`config.mk`:
```
export PLATFORM = sky130hd
export DESIGN_NAME = riscv_alu_issue
export DESIGN_NICKNAME = d
export VERILOG_FILES = /design/src/rtl/riscv_alu_issue_pkg.sv /design/src/rtl/riscv_imm_gen.sv /design/src/rtl/riscv_alu_issue.sv
export SDC_FILE = /design/constraint.sdc
export NUM_CORES = 1
export LEC_CHECK = 0
export ABC_AREA = 0
export BUFFER_PORTS_ARGS = -buffer_cell sky130_fd_sc_hd__buf_2
export CORE_UTILIZATION = 35
export DETAILED_ROUTE_END_ITERATION = 8
export PLACE_DENSITY_LB_ADDON = 0.25
export SYNTH_ARGS = -nofsm -noshare
export SYNTH_HDL_FRONTEND = slang
export SYNTH_HIERARCHICAL = 1
export SYNTH_SLANG_ARGS = --single-unit
```
`constraint.sdc`:
```
create_clock -name i_clk -period 3.7 [get_ports i_clk]
set_input_delay 0.74 -clock i_clk [delete_from_list [all_inputs] [get_ports i_clk]]
set_output_delay 0.74 -clock i_clk [all_outputs]
set_load 0.005 [all_outputs]
```
`src/rtl/riscv_alu_issue_pkg.sv`:
```
// Shared constants for the RV32I ALU issue stage: datapath width, ALU control
// codes, opcodes, branch funct3 codes and the issue-slot record.
package riscv_alu_issue_pkg;

    localparam int XLEN = 32;

    typedef enum logic [4:0] {
        ALU_ADD  = 5'd0,
        ALU_SUB  = 5'd1,
        ALU_SLL  = 5'd2,
        ALU_SLT  = 5'd3,
        ALU_SLTU = 5'd4,
        ALU_XOR  = 5'd5,
        ALU_SRL  = 5'd6,
        ALU_SRA  = 5'd7,
        ALU_OR   = 5'd8,
        ALU_AND  = 5'd9
    } alu_ctrl_e;

    localparam logic [6:0] OPC_OP     = 7'b0110011;
    localparam logic [6:0] OPC_OP_IMM = 7'b0010011;
    localparam logic [6:0] OPC_LUI    = 7'b0110111;
    localparam logic [6:0] OPC_AUIPC  = 7'b0010111;
    localparam logic [6:0] OPC_LOAD   = 7'b0000011;
    localparam logic [6:0] OPC_STORE  = 7'b0100011;
    localparam logic [6:0] OPC_BRANCH = 7'b1100011;
    localparam logic [6:0] OPC_JAL    = 7'b1101111;
    localparam logic [6:0] OPC_JALR   = 7'b1100111;

    localparam logic [2:0] F3_BEQ  = 3'b000;
    localparam logic [2:0] F3_BNE  = 3'b001;
    localparam logic [2:0] F3_BLT  = 3'b100;
    localparam logic [2:0] F3_BGE  = 3'b101;
    localparam logic [2:0] F3_BLTU = 3'b110;
    localparam logic [2:0] F3_BGEU = 3'b111;

    typedef struct packed {
        logic [XLEN-1:0] alu_a;
        logic [XLEN-1:0] alu_b;
        alu_ctrl_e       alu_ctrl;
        logic [XLEN-1:0] imm;
        logic [XLEN-1:0] pc;
        logic [XLEN-1:0] rs2_data;
        logic [4:0]      rd;
        logic            wen;
        logic [2:0]      funct3;
        logic            mem_rd;
        logic            mem_wr;
        logic            branch;
        logic            br_inv;
        logic            jump;
        logic            illegal;
    } issue_t;

endpackage

```
`src/rtl/riscv_imm_gen.sv`:
```
// Immediate generator: forms every sign-extended RV32I immediate format from
// the instruction word (the opcode bits play no part).
module riscv_imm_gen
    import riscv_alu_issue_pkg::*;
(
    input  logic [31:7]     instr,
    output logic [XLEN-1:0] imm_i,
    output logic [XLEN-1:0] imm_s,
    output logic [XLEN-1:0] imm_b,
    output logic [XLEN-1:0] imm_u,
    output logic [XLEN-1:0] imm_j
);

    assign imm_i = {{20{instr[31]}}, instr[31:20]};
    assign imm_s = {{20{instr[31]}}, instr[31:25], instr[11:7]};
    assign imm_b = {{19{instr[31]}}, instr[31], instr[7], instr[30:25], instr[11:8], 1'b0};
    assign imm_u = {instr[31:12], 12'd0};
    assign imm_j = {{11{instr[31]}}, instr[31], instr[19:12], instr[20], instr[30:21], 1'b0};

endmodule

```
`src/rtl/riscv_alu_issue.sv`:
```
// ID->EX issue stage: decodes an RV32I instruction into ALU operands/control
// and holds it in a single registered slot with valid/ready and flush.
module riscv_alu_issue
    import riscv_alu_issue_pkg::*;
(
    input  logic            i_clk,
    input  logic            i_rstn,
    input  logic            i_id_valid,
    output logic            o_id_ready,
    input  logic [31:0]     i_id_instr,
    input  logic [XLEN-1:0] i_id_pc,
    input  logic [XLEN-1:0] i_id_rs1_data,
    input  logic [XLEN-1:0] i_id_rs2_data,
    input  logic            i_flush,
    output logic            o_ex_valid,
    input  logic            i_ex_ready,
    output logic [XLEN-1:0] o_alu_a,
    output logic [XLEN-1:0] o_alu_b,
    output logic [4:0]      o_alu_ctrl,
    output logic [XLEN-1:0] o_ex_imm,
    output logic [XLEN-1:0] o_ex_pc,
    output logic [XLEN-1:0] o_ex_rs2_data,
    output logic [4:0]      o_ex_rd,
    output logic            o_ex_wen,
    output logic [2:0]      o_ex_funct3,
    output logic            o_ex_mem_rd,
    output logic            o_ex_mem_wr,
    output logic            o_ex_branch,
    output logic            o_ex_br_inv,
    output logic            o_ex_jump,
    output logic            o_ex_illegal
);

    logic [6:0]      opcode_s;
    logic [2:0]      funct3_s;
    logic [6:0]      funct7_s;
    logic [XLEN-1:0] imm_i_s, imm_s_s, imm_b_s, imm_u_s, imm_j_s;
    logic            dec_wen_s;
    logic            accept_s;
    issue_t          dec_s;
    issue_t          slot_r;
    logic            valid_r;

    assign opcode_s = i_id_instr[6:0];
    assign funct3_s = i_id_instr[14:12];
    assign funct7_s = i_id_instr[31:25];

    riscv_imm_gen u_imm_gen (
        .instr (i_id_instr[31:7]),
        .imm_i (imm_i_s),
        .imm_s (imm_s_s),
        .imm_b (imm_b_s),
        .imm_u (imm_u_s),
        .imm_j (imm_j_s)
    );

    // Decode the offered instruction into the next slot contents.
    always_comb begin
        dec_s          = '0;
        dec_wen_s      = 1'b0;
        dec_s.alu_ctrl = ALU_ADD;
        dec_s.pc       = i_id_pc;
        dec_s.rs2_data = i_id_rs2_data;
        dec_s.rd       = i_id_instr[11:7];
        dec_s.funct3   = funct3_s;
        case (opcode_s)
            OPC_OP, OPC_OP_IMM: begin
                dec_wen_s   = 1'b1;
                dec_s.alu_a = i_id_rs1_data;
                if (opcode_s == OPC_OP) begin
                    dec_s.alu_b = i_id_rs2_data;
                end else begin
                    dec_s.alu_b = imm_i_s;
                    dec_s.imm   = imm_i_s;
                end
                case (funct3_s)
                    3'b000: dec_s.alu_ctrl = (opcode_s == OPC_OP && funct7_s[5]) ? ALU_SUB : ALU_ADD;
                    3'b001: dec_s.alu_ctrl = ALU_SLL;
                    3'b010: dec_s.alu_ctrl = ALU_SLT;
                    3'b011: dec_s.alu_ctrl = ALU_SLTU;
                    3'b100: dec_s.alu_ctrl = ALU_XOR;
                    3'b101: dec_s.alu_ctrl = funct7_s[5] ? ALU_SRA : ALU_SRL;
                    3'b110: dec_s.alu_ctrl = ALU_OR;
                    3'b111: dec_s.alu_ctrl = ALU_AND;
                    default: dec_s.alu_ctrl = ALU_ADD;
                endcase
                // Immediate forms only check funct7 on shifts; shamt is the low five bits.
                if (opcode_s == OPC_OP) begin
                    dec_s.illegal = !((funct7_s == 7'h00) ||
                                      (funct7_s == 7'h20 && (funct3_s == 3'b000 || funct3_s == 3'b101)));
                end else if (funct3_s == 3'b001 || funct3_s == 3'b101) begin
                    dec_s.alu_b   = {27'd0, imm_i_s[4:0]};
                    dec_s.illegal = !((funct7_s == 7'h00) || (funct7_s == 7'h20 && funct3_s == 3'b101));
                end else begin
                    dec_s.illegal = 1'b0;
                end
            end
            OPC_LUI, OPC_AUIPC: begin
                dec_wen_s   = 1'b1;
                dec_s.alu_a = (opcode_s == OPC_AUIPC) ? i_id_pc : {XLEN{1'b0}};
                dec_s.alu_b = imm_u_s;
                dec_s.imm   = imm_u_s;
            end
            OPC_LOAD: begin
                dec_wen_s    = 1'b1;
                dec_s.alu_a  = i_id_rs1_data;
                dec_s.alu_b  = imm_i_s;
                dec_s.imm    = imm_i_s;
                dec_s.mem_rd = 1'b1;
            end
            OPC_STORE: begin
                dec_s.alu_a  = i_id_rs1_data;
                dec_s.alu_b  = imm_s_s;
                dec_s.imm    = imm_s_s;
                dec_s.mem_wr = 1'b1;
            end
            OPC_BRANCH: begin
                dec_s.alu_a  = i_id_rs1_data;
                dec_s.alu_b  = i_id_rs2_data;
                dec_s.imm    = imm_b_s;
                dec_s.branch = 1'b1;
                case (funct3_s)
                    F3_BEQ:  begin dec_s.alu_ctrl = ALU_SUB;  dec_s.br_inv = 1'b0; end
                    F3_BNE:  begin dec_s.alu_ctrl = ALU_SUB;  dec_s.br_inv = 1'b1; end
                    F3_BLT:  begin dec_s.alu_ctrl = ALU_SLT;  dec_s.br_inv = 1'b1; end
                    F3_BGE:  begin dec_s.alu_ctrl = ALU_SLT;  dec_s.br_inv = 1'b0; end
                    F3_BLTU: begin dec_s.alu_ctrl = ALU_SLTU; dec_s.br_inv = 1'b1; end
                    F3_BGEU: begin dec_s.alu_ctrl = ALU_SLTU; dec_s.br_inv = 1'b0; end
                    default: dec_s.illegal = 1'b1;
                endcase
            end
            OPC_JAL, OPC_JALR: begin
                dec_wen_s   = 1'b1;
                dec_s.alu_a = i_id_pc;
                dec_s.alu_b = 32'd4;
                dec_s.imm   = (opcode_s == OPC_JAL) ? imm_j_s : imm_i_s;
                dec_s.jump  = 1'b1;
            end
            default: dec_s.illegal = 1'b1;
        endcase
        // Illegal encodings still issue, but with every side effect suppressed.
        if (dec_s.illegal) begin
            dec_wen_s      = 1'b0;
            dec_s.alu_ctrl = ALU_ADD;
            dec_s.mem_rd   = 1'b0;
            dec_s.mem_wr   = 1'b0;
            dec_s.branch   = 1'b0;
            dec_s.br_inv   = 1'b0;
            dec_s.jump     = 1'b0;
        end else begin
            dec_s.illegal  = 1'b0;
        end
        dec_s.wen = dec_wen_s && (dec_s.rd != 5'd0);
    end

    assign o_id_ready = !valid_r || i_ex_ready;
    assign accept_s   = i_id_valid && o_id_ready;

    // Single issue slot: flush beats accept, accept refills, consume empties.
    always_ff @(posedge i_clk or negedge i_rstn) begin
        if (!i_rstn) begin
            valid_r <= 1'b0;
            slot_r  <= '0;
        end else if (i_flush) begin
            valid_r <= 1'b0;
        end else if (accept_s) begin
            valid_r <= 1'b1;
            slot_r  <= dec_s;
        end else if (i_ex_ready) begin
            valid_r <= 1'b0;
        end else begin
            valid_r <= valid_r;
        end
    end

    assign o_ex_valid    = valid_r;
    assign o_alu_a       = slot_r.alu_a;
    assign o_alu_b       = slot_r.alu_b;
    assign o_alu_ctrl    = slot_r.alu_ctrl;
    assign o_ex_imm      = slot_r.imm;
    assign o_ex_pc       = slot_r.pc;
    assign o_ex_rs2_data = slot_r.rs2_data;
    assign o_ex_rd       = slot_r.rd;
    assign o_ex_wen      = slot_r.wen;
    assign o_ex_funct3   = slot_r.funct3;
    assign o_ex_mem_rd   = slot_r.mem_rd;
    assign o_ex_mem_wr   = slot_r.mem_wr;
    assign o_ex_branch   = slot_r.branch;
    assign o_ex_br_inv   = slot_r.br_inv;
    assign o_ex_jump     = slot_r.jump;
    assign o_ex_illegal  = slot_r.illegal;

endmodule

```
==> results of run 1 <==
## through the flow
step	worst slack, ns	area, um2	hold WS [ns]
after floorplan	1.57	10100	0.444
after global placement	0.861	10900	0.453
after detailed placement	0.787	10900	0.456
after CTS	1.25	11500	0.319
after global routing	1.09	11500	0.339
final	1.26	11500	0.309
## registers in the layout, summed over array words and instances (netlist names), 3 cells and up
signal,count
o_alu_a,32
o_ex_funct3,3
o_ex_imm,32
o_alu_ctrl,4
o_ex_rd,5
o_ex_pc,32
o_ex_rs2_data,32
o_alu_b,32
## placed cells by master, fill, tap and decap left out, types with 3 or more instances in the layout
master,instances
a22oi_1,49
a21o_1,4
clkinv_8,4
and2_1,3
dfrtp_1,180
o211ai_1,5
clkbuf_16,17
mux2i_1,17
a21oi_1,11
nor2_1,21
nand3_1,8
a32oi_1,26
nand2_1,301
inv_8,3
nor2b_1,4
mux2_2,17
nand3b_1,8
nand2b_1,8
and3_1,7
conb_1,15
o21ai_1,8
buf_2,311
a22o_1,11
buf_4,22
buf_12,6
a221oi_1,50
inv_1,3
o21ai_0,91
o2bb2ai_1,10
inv_6,5
o31ai_1,3
## cells in the mapped netlist, drive strengths merged, types with 2 or more instances
cell | instances | area (um2)
nand2b | 8 | 50.1
dfrtp | 180 | 4500
nand2 | 301 | 1130
o2bb2ai | 10 | 87.6
nor3b | 4 | 35.0
nor3 | 2 | 26.3
and2 | 4 | 27.5
buf | 196 | 1400
nand3b | 8 | 60.1
a32oi | 26 | 228
mux2 | 17 | 191
or2 | 2 | 12.5
a31oi | 2 | 12.5
a21oi | 11 | 55.1
clkbuf | 47 | 176
nand3 | 8 | 40.0
o21ai | 100 | 500
a22oi | 49 | 368
and3 | 7 | 43.8
a22o | 11 | 96.3
a221oi | 50 | 438
a211oi | 3 | 35.0
conb | 2 | 7.51
nor2 | 22 | 85.1
nor2b | 4 | 25.0
inv | 3 | 11.3
mux2i | 17 | 170
o31ai | 4 | 43.8
nor4b | 2 | 23.8
a21o | 4 | 30.0
o211ai | 5 | 37.5
## worst min-delay path by stage
stage,startpoint,to,cells past startpoint
final,i_rstn,o_ex_valid,1
after floorplan,i_rstn,o_alu_a[0],0
after global placement,o_ex_rd[0],o_ex_rd[0],2
after global routing,i_rstn,o_ex_rd[1],1
after CTS,i_rstn,o_ex_valid,1
after detailed placement,o_ex_pc[21],o_ex_pc[21],2
## worst max-delay path, cell delays in order
cell	delay (ns)
buf_2	0.22
or2_0	0.40
a211oi_4	0.37
o31a_2	0.63
nand2_1	0.23
o21ai_1	0.19
## power by group
part	switching [mW]	internal (mW)	total, mW
clock network	0.930	0.928	1.86
registers	0.0603	2.08	2.15
logic	0.386	0.254	0.641
total	1.38	3.27	4.64
## layout make-up
cell class	count	area [um2]
clock buffers	18	439
clock inverters	14	156
fillers	2911	16500
inverters	3	11.3
multi-input cells	708	4050
flip-flops and latches	180	4500
well taps	378	473
repair buffers	340	1860
## cell families after synthesis
kind of cell / synth area share, %
AND/OR/NAND/NOR: 16.0
AO/OA/AOI/OAI: 19.7
buffers and inverters: 15.8
flip-flops: 44.7
multiplexers: 3.59
other: 0.0746
XOR/XNOR: 0.0870
## layer usage
| layer | wire, um | part of all wire (%) | GRT usage, % | up-vias |
|---|---|---|---|---|
| met5 | 0 | 0 | 0 | - |
| met4 | 395 | 1.2 | 5.20 | 0 |
| met3 | 2270 | 7.2 | 4.81 | 20 |
| met2 | 15200 | 48 | 34.7 | 323 |
| met1 | 13900 | 44 | 28.1 | 4058 |
| li1 | - | - | - | 4011 |
==> impl_metrics.yaml, run 1 <==
clock_tree:
  h-tree-depth: 4
  ctsHoldBuffers: 0
  clock_latency_ns: 0.43
  clk_pin_slew_ns: 0.08
  cts.sinks: 180
  cts_root_buf: "clkbuf_16"
  cts_setup_buffers: 0
  ctsResizeCount: 0
  cts_made_buffers: 17
  cts_buffer_depth: 2
  cts_tree: "yes"
global_route:
  grtUsageTotal_pct: 21.2
  globalRoute.totalOverflow: 0
  grt_max_degree: 77
  grt_pass1_wl_mm: 47.4
  antenna_found_initial: 0
  grt_pass1_vias: 7913
power_and_ir_drop:
  vdd_drop_max_uv: 227
  power.density_nw_per_um2: 404
  p_total_mw: 4.64
  p_leak_nw: 5.74
yosys:
  netlist_area_um2: 10100
  synthCells: 1121
  async_reset_ff_share_pct: 100
  ys_ff_latch: 180
  yosysUniqueCellTypes: 54
  syn_avg_cell_area_um2: 8.98
  synth_warnings: 6
  ys.flop_type: "dfrtp_1"
  synth_edf_count: 0
  yosysSeqAreaShare_pct: 44.7
cells_and_area:
  drive_above_1_share_pct: 31.8
  syn_to_final_growth_pct: 14.1
  stdcell_count: 1641
  antenna_cells: 0
  final_nets: 1383
  utilization_pct: 41.0
setup_path:
  reg2reg_depth: 6
  critPathLaunch: "i_id_instr[2]"
  reg2reg_from: "o_ex_valid"
  path_max_fanout: 27
  crit_required_ns: 4.05
  cp-end-kind: "register"
  r2r_slack_ns: 1.41
  reg2reg_to: "o_ex_imm[16]"
  startpoint_type: "input port"
  crit_path_end: "o_ex_wen"
  arrival_ns: 2.79
  critical_path_class: "input port to register"
timing:
  clock_skew_ns: 0.0143
  period_minus_slack_ns: 2.44
  max_freq_ghz: 0.410
  rsz0062_at_grt: "no"
  tightest_slew_ns: 0.860
  setup_violations: 0
  max-slew-margin-rel_pct: 42.5
  finalCritPeriodShare_pct: 66.0
  hold_viol: 0
  tns_ns: 0
  final_max_slew_viol_count: 0
drt:
  drt_iter0_drc: 643
  ant_nets: 0
  drt_wl_total_mm: 31.7
  drc_errors: 0
  dr_total_vias: 8412
  drtPass1Iterations: 7
  wl_per_cell_um: 19.3
  viasPerCell: 5.13
floorplan:
  pin_count: 315
  fp.dieW_um: 172
  start_util_pct: 35.9
  die_area_um2: 29500
  num_rows: 61
  core_area_um2: 28000
  die_y_um: 172
worst_hold_path:
  hold_class: "input port to asynchronous set/reset pin"
flow_run:
  drv_cap: 0
placed_design:
  post-dp-hpwl_mm: 21.8
  portBuffers: 313
  dp_cells: 1609
  place_congestion: 0.818
outcome:
  status: "finished clean"
No activity file was read; power rests on OpenSTA's default activity.
==> run 2: changes to the inputs <==
==> constraint.sdc (replaced) <==
create_clock -name i_clk -period 2.08 [get_ports i_clk]
set_input_delay 0.416 -clock i_clk [delete_from_list [all_inputs] [get_ports i_clk]]
set_output_delay 0.416 -clock i_clk [all_outputs]
set_load 0.005 [all_outputs]
==> impl_metrics.yaml, run 2 (synthesis gave the netlist of run 1 again) <==
drt:
  ant_nets: 0
  viasPerCell: 5.16
  drt_iter0_drc: 475
  wl_per_cell_um: 19.3
  drtPass1Iterations: 5
  dr_total_vias: 8653
  drc_errors: 0
  drt_wl_total_mm: 32.4
cells_and_area:
  antenna_cells: 0
  multi_input_area_um2: 4050
  most-common-layout-cells: "311 x buf_2, 301 x nand2_1, 180 x dfrtp_1"
  final_nets: 1419
  drive_above_1_share_pct: 33.6
  syn_to_final_growth_pct: 18.7
  layout_commonest_cell: "buf_2"
  regArea_um2: 4500
  n_fill_cell: 2827
setup_path:
  startpoint_type: "register"
  cp-end-kind: "register"
  critical_path_class: "register to register"
  path_max_fanout: 37
  arrival_ns: 2.16
  crit_required_ns: 2.45
clock_tree:
  ctsResizeCount: 0
  cts_tree: "yes"
  cts_buffer_depth: 2
  cts_root_buf: "clkbuf_16"
  clk_pin_slew_ns: 0.08
  cts_made_buffers: 17
  h-tree-depth: 4
  cts.sinks: 180
  clock_latency_ns: 0.44
timing:
  holdWs_ns: 0.171
  setup_ws_ns: 0.293
  rsz0062_at_grt: "no"
  setup_violations: 0
  final_max_slew_viol_count: 0
  period_minus_slack_ns: 1.79
  max_freq_ghz: 0.560
  finalCritPeriodShare_pct: 85.9
  clock_skew_ns: 0.0102
  tns_ns: 0
  hold_viol: 0
global_route:
  grt_pass1_wl_mm: 48.6
  grt_max_degree: 82
  grtUsageTotal_pct: 21.8
  globalRoute.totalOverflow: 0
  use_met2_pct: 36.9
  grt_pass1_vias: 8061
  top_usage_layer: "met2"
  antenna_found_initial: 0
  gr-usage-met3_pct: 5.27
  grt.met1_usage_pct: 28.0
power_and_ir_drop:
  vdd_drop_max_uv: 487
  p_leak_nw: 5.97
  p_total_mw: 8.49
  power.density_nw_per_um2: 711
  power_frac_comb_pct: 14.2
  switching_power_mw: 2.44
  p_int_mw: 6.05
  power.share.clock_pct: 40.8
  pwr-share-seq_pct: 44.9
  swShare_pct: 28.7
floorplan:
  pin_count: 315
  die_y_um: 172
  core_area_um2: 28000
  num_rows: 61
  fp.dieW_um: 172
  start_util_pct: 35.9
  die_area_um2: 29500
placed_design:
  pre_cts_ws_ns: 0.0477
  post-dp-hpwl_mm: 22.8
  portBuffers: 313
  place_congestion: 0.808
flow_run:
  drv_cap: 0
worst_hold_path:
  hold_class: "input port to register"
outcome:
  status: "finished clean"
[run 2: cell type report]
| class | instances | area share (%) |
|---|---|---|
| Clock buffer | 17 | 3.56 |
| Clock inverter | 15 | 1.60 |
| Inverter | 3 | 0.0943 |
| Multi-Input combinational cell | 708 | 33.9 |
| Sequential cell | 180 | 37.7 |
| Tap cell | 378 | 3.96 |
| Timing Repair Buffer | 376 | 19.2 |
[run 2: power by group through the flow]
stage | clock network, mW | logic (mW) | registers (mW)
6_report | 3.47 | 1.21 | 3.82
5_1_grt | 3.68 | 1.34 | 3.84
4_1_cts | 3.56 | 1.22 | 3.82
3_5_place_dp | 0 | 1.22 | 3.89
3_3_place_gp | 0 | 1.21 | 3.88
2_1_floorplan | 0 | 0.672 | 3.91
[run 2: repair_timing]
action	CTS	global route
endpoints found under the hold margin	7	0
hold buffers	1	0
setup buffers	0	0
[run 2: worst max-delay path: stages, from the launching register on]
cell	delay (ns)
dfrtp_1	0.39
nor2b_1	0.26
inv_1	0.13
nand3b_1	0.24
buf_12	0.28
buf_4	0.25
nand2_1	0.07
nand2_1	0.08
[run 2: metrics by stage]
stage                     util (%)  cell area, um2  instances
after global routing          42.6           11900       1677
final                         42.6           11900       1677
after CTS                     42.6           11900       1677
after global placement        40.4           11300       1644
after floorplan                  -           10100       1134
after detailed placement      40.4           11300       1644
[run 2: final timing paths]
kind                                 start           to  slack [ns]  depth (start not counted)
worst min-delay path               i_flush   o_ex_valid        0.17                          2
max in group asynchronous           i_rstn  o_alu_b[28]        1.08                          3
worst min register to register  o_ex_pc[1]   o_ex_pc[1]        0.47                          2
worst max register to register  o_ex_valid   o_ex_pc[0]        0.29                          7
min in group asynchronous           i_rstn   o_ex_rd[0]        0.56                          3
worst max-delay path            o_ex_valid   o_ex_pc[0]        0.29                          7
[run 2: metal layers]
metal / share of wire (%) / up-vias
met5: 0 / -
met4: 0.66 / 0
met3: 6.8 / 15
met2: 49 / 341
met1: 44 / 4213
li1: - / 4084
